`src/rtl/rv32i_pkg.sv`:
```
// rv32i_pkg: shared types for the pipeline hazard unit.
//   hz_state_t  - hazard controller FSM state (RUN / STALL)
//   fwd_sel_t   - Execute operand source select (register file, WB, MEM)
//   HZ_CNT_W    - width of the remaining-stall down-counter; holds up to
//                 LOAD_LAT+1 = 5 for the largest supported load latency.
package rv32i_pkg;

  typedef enum logic {
    RUN   = 1'b0,
    STALL = 1'b1
  } hz_state_t;

  typedef enum logic [1:0] {
    FWD_RF  = 2'b00,
    FWD_WB  = 2'b01,
    FWD_MEM = 2'b10
  } fwd_sel_t;

  localparam int HZ_CNT_W = 3;

endpackage

```
`src/rtl/hazard_fwd_sel.sv`:
```
// hazard_fwd_sel: combinational forwarding select for one Execute operand.
//   src               in  source register index of the operand in Execute
//   RdM, regwriteM    in  destination / write-enable of the Memory stage
//   RdW, regwriteW    in  destination / write-enable of the Writeback stage
//   sel               out FWD_MEM if M writes src, else FWD_WB if W writes
//                         src, else FWD_RF. Index 0 is never forwarded.
module hazard_fwd_sel
  import rv32i_pkg::*;
#(
  parameter int REG_WIDTH = 5
) (
  input  logic [REG_WIDTH-1:0] src,
  input  logic [REG_WIDTH-1:0] RdM,
  input  logic                 regwriteM,
  input  logic [REG_WIDTH-1:0] RdW,
  input  logic                 regwriteW,
  output fwd_sel_t             sel
);

  logic hit_m;
  logic hit_w;

  assign hit_m = regwriteM && (RdM != '0) && (RdM == src);
  assign hit_w = regwriteW && (RdW != '0) && (RdW == src);

  // The younger result (Memory) wins over the older one (Writeback).
  always_comb begin
    sel = FWD_RF;
    if (hit_m)      sel = FWD_MEM;
    else if (hit_w) sel = FWD_WB;
  end

endmodule

```
`src/rtl/hazard_ctrl.sv`:
```
// hazard_ctrl: pipeline hazard detection, stall/flush control and operand
// forwarding select for a 5-stage RV32I pipeline.
//   Build option: define HAZARD_FORWARDING_EN to enable the forwarding
//   datapath; otherwise every RAW hazard is resolved by stalling.
// Ports:
//   clk, rst                  clock, synchronous active-high reset
//   Rs1D, Rs2D                sources of the instruction in Decode
//   Rs1E, Rs2E                sources of the instruction in Execute
//   RdE/RdM/RdW, regwriteX    destinations and write enables per stage
//   memreadE                  Execute holds a load
//   branch_takenE             Execute redirects the PC
//   stallF, stallD            hold PC and IF/ID
//   flushD, flushE            bubble IF/ID and ID/EX
//   fwdAE, fwdBE              operand A/B source select
//   stall_cycles              saturating count of cycles with stallD=1
//   state                     debug view of the FSM state
// Handshake: none; all outputs are combinational from state and inputs and
// are forced to 0 while rst is high.
module hazard_ctrl
  import rv32i_pkg::*;
#(
  parameter int REG_WIDTH = 5,
  parameter int LOAD_LAT  = 1,
  parameter int CNT_WIDTH = 32
) (
  input  logic                 clk,
  input  logic                 rst,
  input  logic [REG_WIDTH-1:0] Rs1D,
  input  logic [REG_WIDTH-1:0] Rs2D,
  input  logic [REG_WIDTH-1:0] Rs1E,
  input  logic [REG_WIDTH-1:0] Rs2E,
  input  logic [REG_WIDTH-1:0] RdE,
  input  logic [REG_WIDTH-1:0] RdM,
  input  logic [REG_WIDTH-1:0] RdW,
  input  logic                 regwriteE,
  input  logic                 regwriteM,
  input  logic                 regwriteW,
  input  logic                 memreadE,
  input  logic                 branch_takenE,
  output logic                 stallF,
  output logic                 stallD,
  output logic                 flushD,
  output logic                 flushE,
  output fwd_sel_t             fwdAE,
  output fwd_sel_t             fwdBE,
  output logic [CNT_WIDTH-1:0] stall_cycles,
  output hz_state_t            state
);

  hz_state_t             state_q, state_d;
  logic [HZ_CNT_W-1:0]   cnt_q, cnt_d;
  logic [HZ_CNT_W-1:0]   need_1, need_2, need;
  logic [CNT_WIDTH-1:0]  stall_cnt_q;
  logic                  stall, flush_d, flush_e;

  function automatic logic hits(input logic we,
                                input logic [REG_WIDTH-1:0] rd,
                                input logic [REG_WIDTH-1:0] src);
    return we && (rd != '0) && (rd == src);
  endfunction

  // Stall cycles demanded by one Decode source.
  function automatic logic [HZ_CNT_W-1:0] src_need(input logic [REG_WIDTH-1:0] s);
    logic [HZ_CNT_W-1:0] n;
    n = '0;
`ifdef HAZARD_FORWARDING_EN
    // Only a load's data arrives too late to forward.
    if (memreadE && hits(regwriteE, RdE, s)) n = HZ_CNT_W'(LOAD_LAT);
`else
    // E hit: wait for writeback (2 cycles) plus extra load latency.
    // W hit needs nothing: the register file writes before it reads.
    if (hits(regwriteE, RdE, s))
      n = memreadE ? HZ_CNT_W'(LOAD_LAT + 1) : HZ_CNT_W'(2);
    else if (hits(regwriteM, RdM, s))
      n = HZ_CNT_W'(1);
`endif
    return n;
  endfunction

  assign need_1 = src_need(Rs1D);
  assign need_2 = src_need(Rs2D);
  assign need   = (need_1 > need_2) ? need_1 : need_2;

  always_ff @(posedge clk) begin
    if (rst) begin
      state_q     <= RUN;
      cnt_q       <= '0;
      stall_cnt_q <= '0;
    end else begin
      state_q <= state_d;
      cnt_q   <= cnt_d;
      if (stall && (stall_cnt_q != '1)) stall_cnt_q <= stall_cnt_q + 1'b1;
    end
  end

  // A taken branch overrides any stall: the stalled instruction is on the
  // wrong path anyway.
  always_comb begin
    state_d = state_q;
    cnt_d   = cnt_q;
    stall   = 1'b0;
    flush_d = 1'b0;
    flush_e = 1'b0;
    if (branch_takenE) begin
      flush_d = 1'b1;
      flush_e = 1'b1;
      state_d = RUN;
      cnt_d   = '0;
    end else begin
      case (state_q)
        RUN: begin
          if (need != '0) begin
            stall   = 1'b1;
            flush_e = 1'b1;
            cnt_d   = need - 1'b1;
            state_d = (need > HZ_CNT_W'(1)) ? STALL : RUN;
          end
        end
        STALL: begin
          stall   = 1'b1;
          flush_e = 1'b1;
          cnt_d   = cnt_q - 1'b1;
          if (cnt_q == HZ_CNT_W'(1)) state_d = RUN;
        end
        default: begin
          state_d = RUN;
          cnt_d   = '0;
        end
      endcase
    end
  end

  assign stallF       = stall & ~rst;
  assign stallD       = stall & ~rst;
  assign flushD       = flush_d & ~rst;
  assign flushE       = flush_e & ~rst;
  assign stall_cycles = rst ? '0 : stall_cnt_q;
  assign state        = rst ? RUN : state_q;

`ifdef HAZARD_FORWARDING_EN
  fwd_sel_t sel_a, sel_b;

  hazard_fwd_sel #(.REG_WIDTH(REG_WIDTH)) u_fwd_a (
    .src(Rs1E), .RdM(RdM), .regwriteM(regwriteM),
    .RdW(RdW), .regwriteW(regwriteW), .sel(sel_a)
  );

  hazard_fwd_sel #(.REG_WIDTH(REG_WIDTH)) u_fwd_b (
    .src(Rs2E), .RdM(RdM), .regwriteM(regwriteM),
    .RdW(RdW), .regwriteW(regwriteW), .sel(sel_b)
  );

  assign fwdAE = rst ? FWD_RF : sel_a;
  assign fwdBE = rst ? FWD_RF : sel_b;
`else
  // Execute sources and the Writeback stage play no part without forwarding.
  logic unused_fwd_inputs;
  assign unused_fwd_inputs = ^{Rs1E, Rs2E, RdW, regwriteW};
  assign fwdAE = FWD_RF;
  assign fwdBE = FWD_RF;
`endif

endmodule

```
`config.mk`:
```
export PLATFORM = sky130hd
export DESIGN_NAME = hazard_ctrl
export DESIGN_NICKNAME = d
export VERILOG_FILES = /design/src/rtl/rv32i_pkg.sv /design/src/rtl/hazard_fwd_sel.sv /design/src/rtl/hazard_ctrl.sv
export SDC_FILE = /design/constraint.sdc
export NUM_CORES = 1
export LEC_CHECK = 0
export ABC_AREA = 1
export CAP_MARGIN = 40
export CORE_AREA = 5 5 80 82
export CTS_BUF_LIST = sky130_fd_sc_hd__clkbuf_4
export CTS_CLUSTER_SIZE = 25
export DETAILED_ROUTE_END_ITERATION = 8
export DIE_AREA = 0 0 85 87
export PLACE_DENSITY = 0.88
export SLEW_MARGIN = 30
export SYNTH_ARGS = -nofsm -noshare
export SYNTH_HDL_FRONTEND = slang
export SYNTH_SLANG_ARGS = --single-unit
```
`constraint.sdc`:
```
create_clock -name clk -period 8.25 [get_ports clk]
set_input_delay 1.2375 -clock clk [delete_from_list [all_inputs] [get_ports clk]]
set_output_delay 1.2375 -clock clk [all_outputs]
set_load 0.005 [all_outputs]
```
==> impl_metrics.tcl <==
set metrics [dict create \
    drv_slew 0 \
    cp_num_buf_inv 6 \
    diodes 0 \
    whs_ns 0.512 \
    final_util_pct 63.8 \
    cts_setup_buffers 0 \
    placed_cells 648 \
    ys_ff_latch 36 \
    slew_headroom_pct 51.4 \
    ctsRootBufferMaster "clkbuf_4" \
    areaGrowthSynthToFinish_pct 22.7 \
    cts.sinks 36 \
    ios 83 \
    portBuffers 61 \
    cts.repair.resized 0 \
    chipHeight_um 87 \
    hpwlAfterDp_um 6120 \
    most-common-layout-cells "nand2_1 (179), nor2_1 (110), inv_1 (65)" \
    start_util_pct 52.0 \
    grt_pass1_wl_um 12900 \
    core-area_um2 5680 \
    ir_worst_vdd_uv 50.1 \
    cts.path.max_buffers 2 \
    wl_um 7710 \
    antenna_found_initial 0 \
    outcome "completed" \
    slowest_delay_ns 0.54 \
    power_density_nw_per_um2 88.4 \
    vias_per_cell 5.01 \
    layout.cells.non_filler 656 \
    grt_usage_pct 21.1 \
    firstDrtPassIters 4 \
    first_global_vias 2975 \
    dp_slack_ns 2.86 \
    yosys_warnings 0 \
    worst-path-max-fanout 5 \
    syn_avg_cell_area_um2 5.62 \
    grt_max_degree 60 \
    crit_arrival_ns 4.18 \
    critPathSlowestCell "clkdlybuf4s50_1" \
    p_leak_nw 1.35 \
    grt_overflow 0 \
    ctsHoldBuffers 0 \
    route.detailed.drc 0 \
    gp_congestion 0.872 \
    cts_made_buffers 5 \
    cts_tree "done" \
    cp_data_required_time_ns 7.01 \
    rows 28 \
    cp_top_family "buffers and inverters" \
    skew_ns 0.00983 \
    fmax_ghz 0.185 \
    crit_type "input port to primary output" \
    worstMarginPinSlew_ns 0.727 \
    routed-via-count 3286 \
    wl_per_cell_um 11.8 \
    synth_cell_type_count 31 \
    drive_gt1_share_pct 4.65 \
    drt-initial-drc-count 223 \
    finalCritPeriodShare_pct 65.7 \
    die_area_um2 7400 \
    yosysSeqAreaShare_pct 24.4 \
    netlist_area_um2 2950 \
    h-tree-depth 2 \
    setup_viol 0 \
    fin_ws_ns 2.83 \
    hp-class "register to register" \
    hold_viol_final 0 \
    maxCapViolations 0 \
    path_clk_slew_ns 0.11 \
    insertion_delay_ns 0.35 \
    final.setup.tns_ns 0 \
    final_common_cell "nand2_1" \
    cp-start-kind "input port" \
    timing.final.crit_period_ns 5.42 \
    cpMostUsedCell "nand2_1" \
    fp.dieW_um 85 \
    critPathCaptureType "primary output" \
    worstPathCellList "clkdlybuf4s50_1, nand2_1, nand2_1, nand2_1, nor2_1, nand3_1, nand2_1, inv_1, ha_1, nand2_1, o21a_1, inv_1, nand3_1, nand2_1, inv_1, ha_1, inv_1, nor2_1, nor2_1, clkdlybuf4s50_1" \
    ant_nets 0 \
    nets 630 \
    syn_inst 525 \
    grt_setup_unrepaired "no" \
]
[final cells by class]
type | instances | area (um^2)
flip-flops and latches | 36 | 721
inverters | 67 | 251
multi-input cells | 408 | 1880
repair buffers | 62 | 613
fillers | 580 | 2060
clock inverters | 1 | 3.75
well taps | 75 | 93.8
clock buffers | 7 | 52.6
[tightest hold or removal path, delay by kind of cell (launching register included)]
kind	cells	cell delay [ns]
simple gates	1	0.07
flops	1	0.35
compound gates	1	0.06
[synthesized netlist by cell type, drive strengths merged]
cell type  instances  area share, %
nand3             25            4.4
ha                 8            3.4
nor3b              1           0.25
o22ai              1           0.21
a21oi             24            5.3
nand4              4           0.85
buf               13            3.1
o21a               1           0.25
a221oi             1           0.30
inv               66            8.4
nor2             114             15
dfxtp             36             24
xnor2              6            1.8
o21ai             12            2.0
nor3               9            1.5
clkbuf             4           0.51
a31oi              1           0.21
xor2              15            4.5
a211oi             1           0.25
nand2            181             23
conb               1           0.13
clkinv             1           0.13
[state kept, by name (all words and copies together), names as in the netlist]
register	cells
state_q	1
cnt_q	3
stall_cnt_q	32
[logic make-up (layout without fill, tap and decap cells)]
group / after synthesis / in the layout / synth area share [%]
other: 1 / 4 / 0.127
buffers and inverters: 84 / 137 / 12.1
flip-flops: 36 / 36 / 24.4
AND/OR/NAND/NOR: 334 / 334 / 45.1
adder cells (fa/ha/maj): 8 / 8 / 3.39
XOR/XNOR: 21 / 21 / 6.24
AO/OA/AOI/OAI: 41 / 41 / 8.61
[stage by stage]
stage	area, um^2	total power, mW
3_3_place_gp	3560	0.222
5_1_grt	3620	0.334
2_1_floorplan	2960	0.204
4_1_cts	3620	0.322
3_5_place_dp	3560	0.224
6_report	3620	0.320
[final timing paths]
path | startpoint | cells past startpoint | end | slack (ns)
worst max-delay path | Rs2D[1] | 20 | stallF | 2.83
worst min-delay path | stall_cnt_q[30] | 2 | stall_cnt_q[30] | 0.51
worst max register to register | stall_cnt_q[0] | 10 | stall_cnt_q[31] | 5.29
worst min register to register | stall_cnt_q[30] | 2 | stall_cnt_q[30] | 0.51
[metal layers]
metal,vias to the layer above,GRT usage [%],wire length [um]
met3,15,2.37,344
met2,76,37.6,3850
met5,-,0,0
li1,1707,-,-
met4,0,7.48,165
met1,1488,26.1,3350
[power by group]
group / total [mW] / internal, mW / switching [mW] / leakage, nW
Combinational: 0.0445 / 0.0202 / 0.0243 / 1.02
Sequential: 0.175 / 0.174 / 0.000827 / 0.290
Clock: 0.100 / 0.0394 / 0.0608 / 0.0338
No activity file was read; power rests on OpenSTA's default activity.
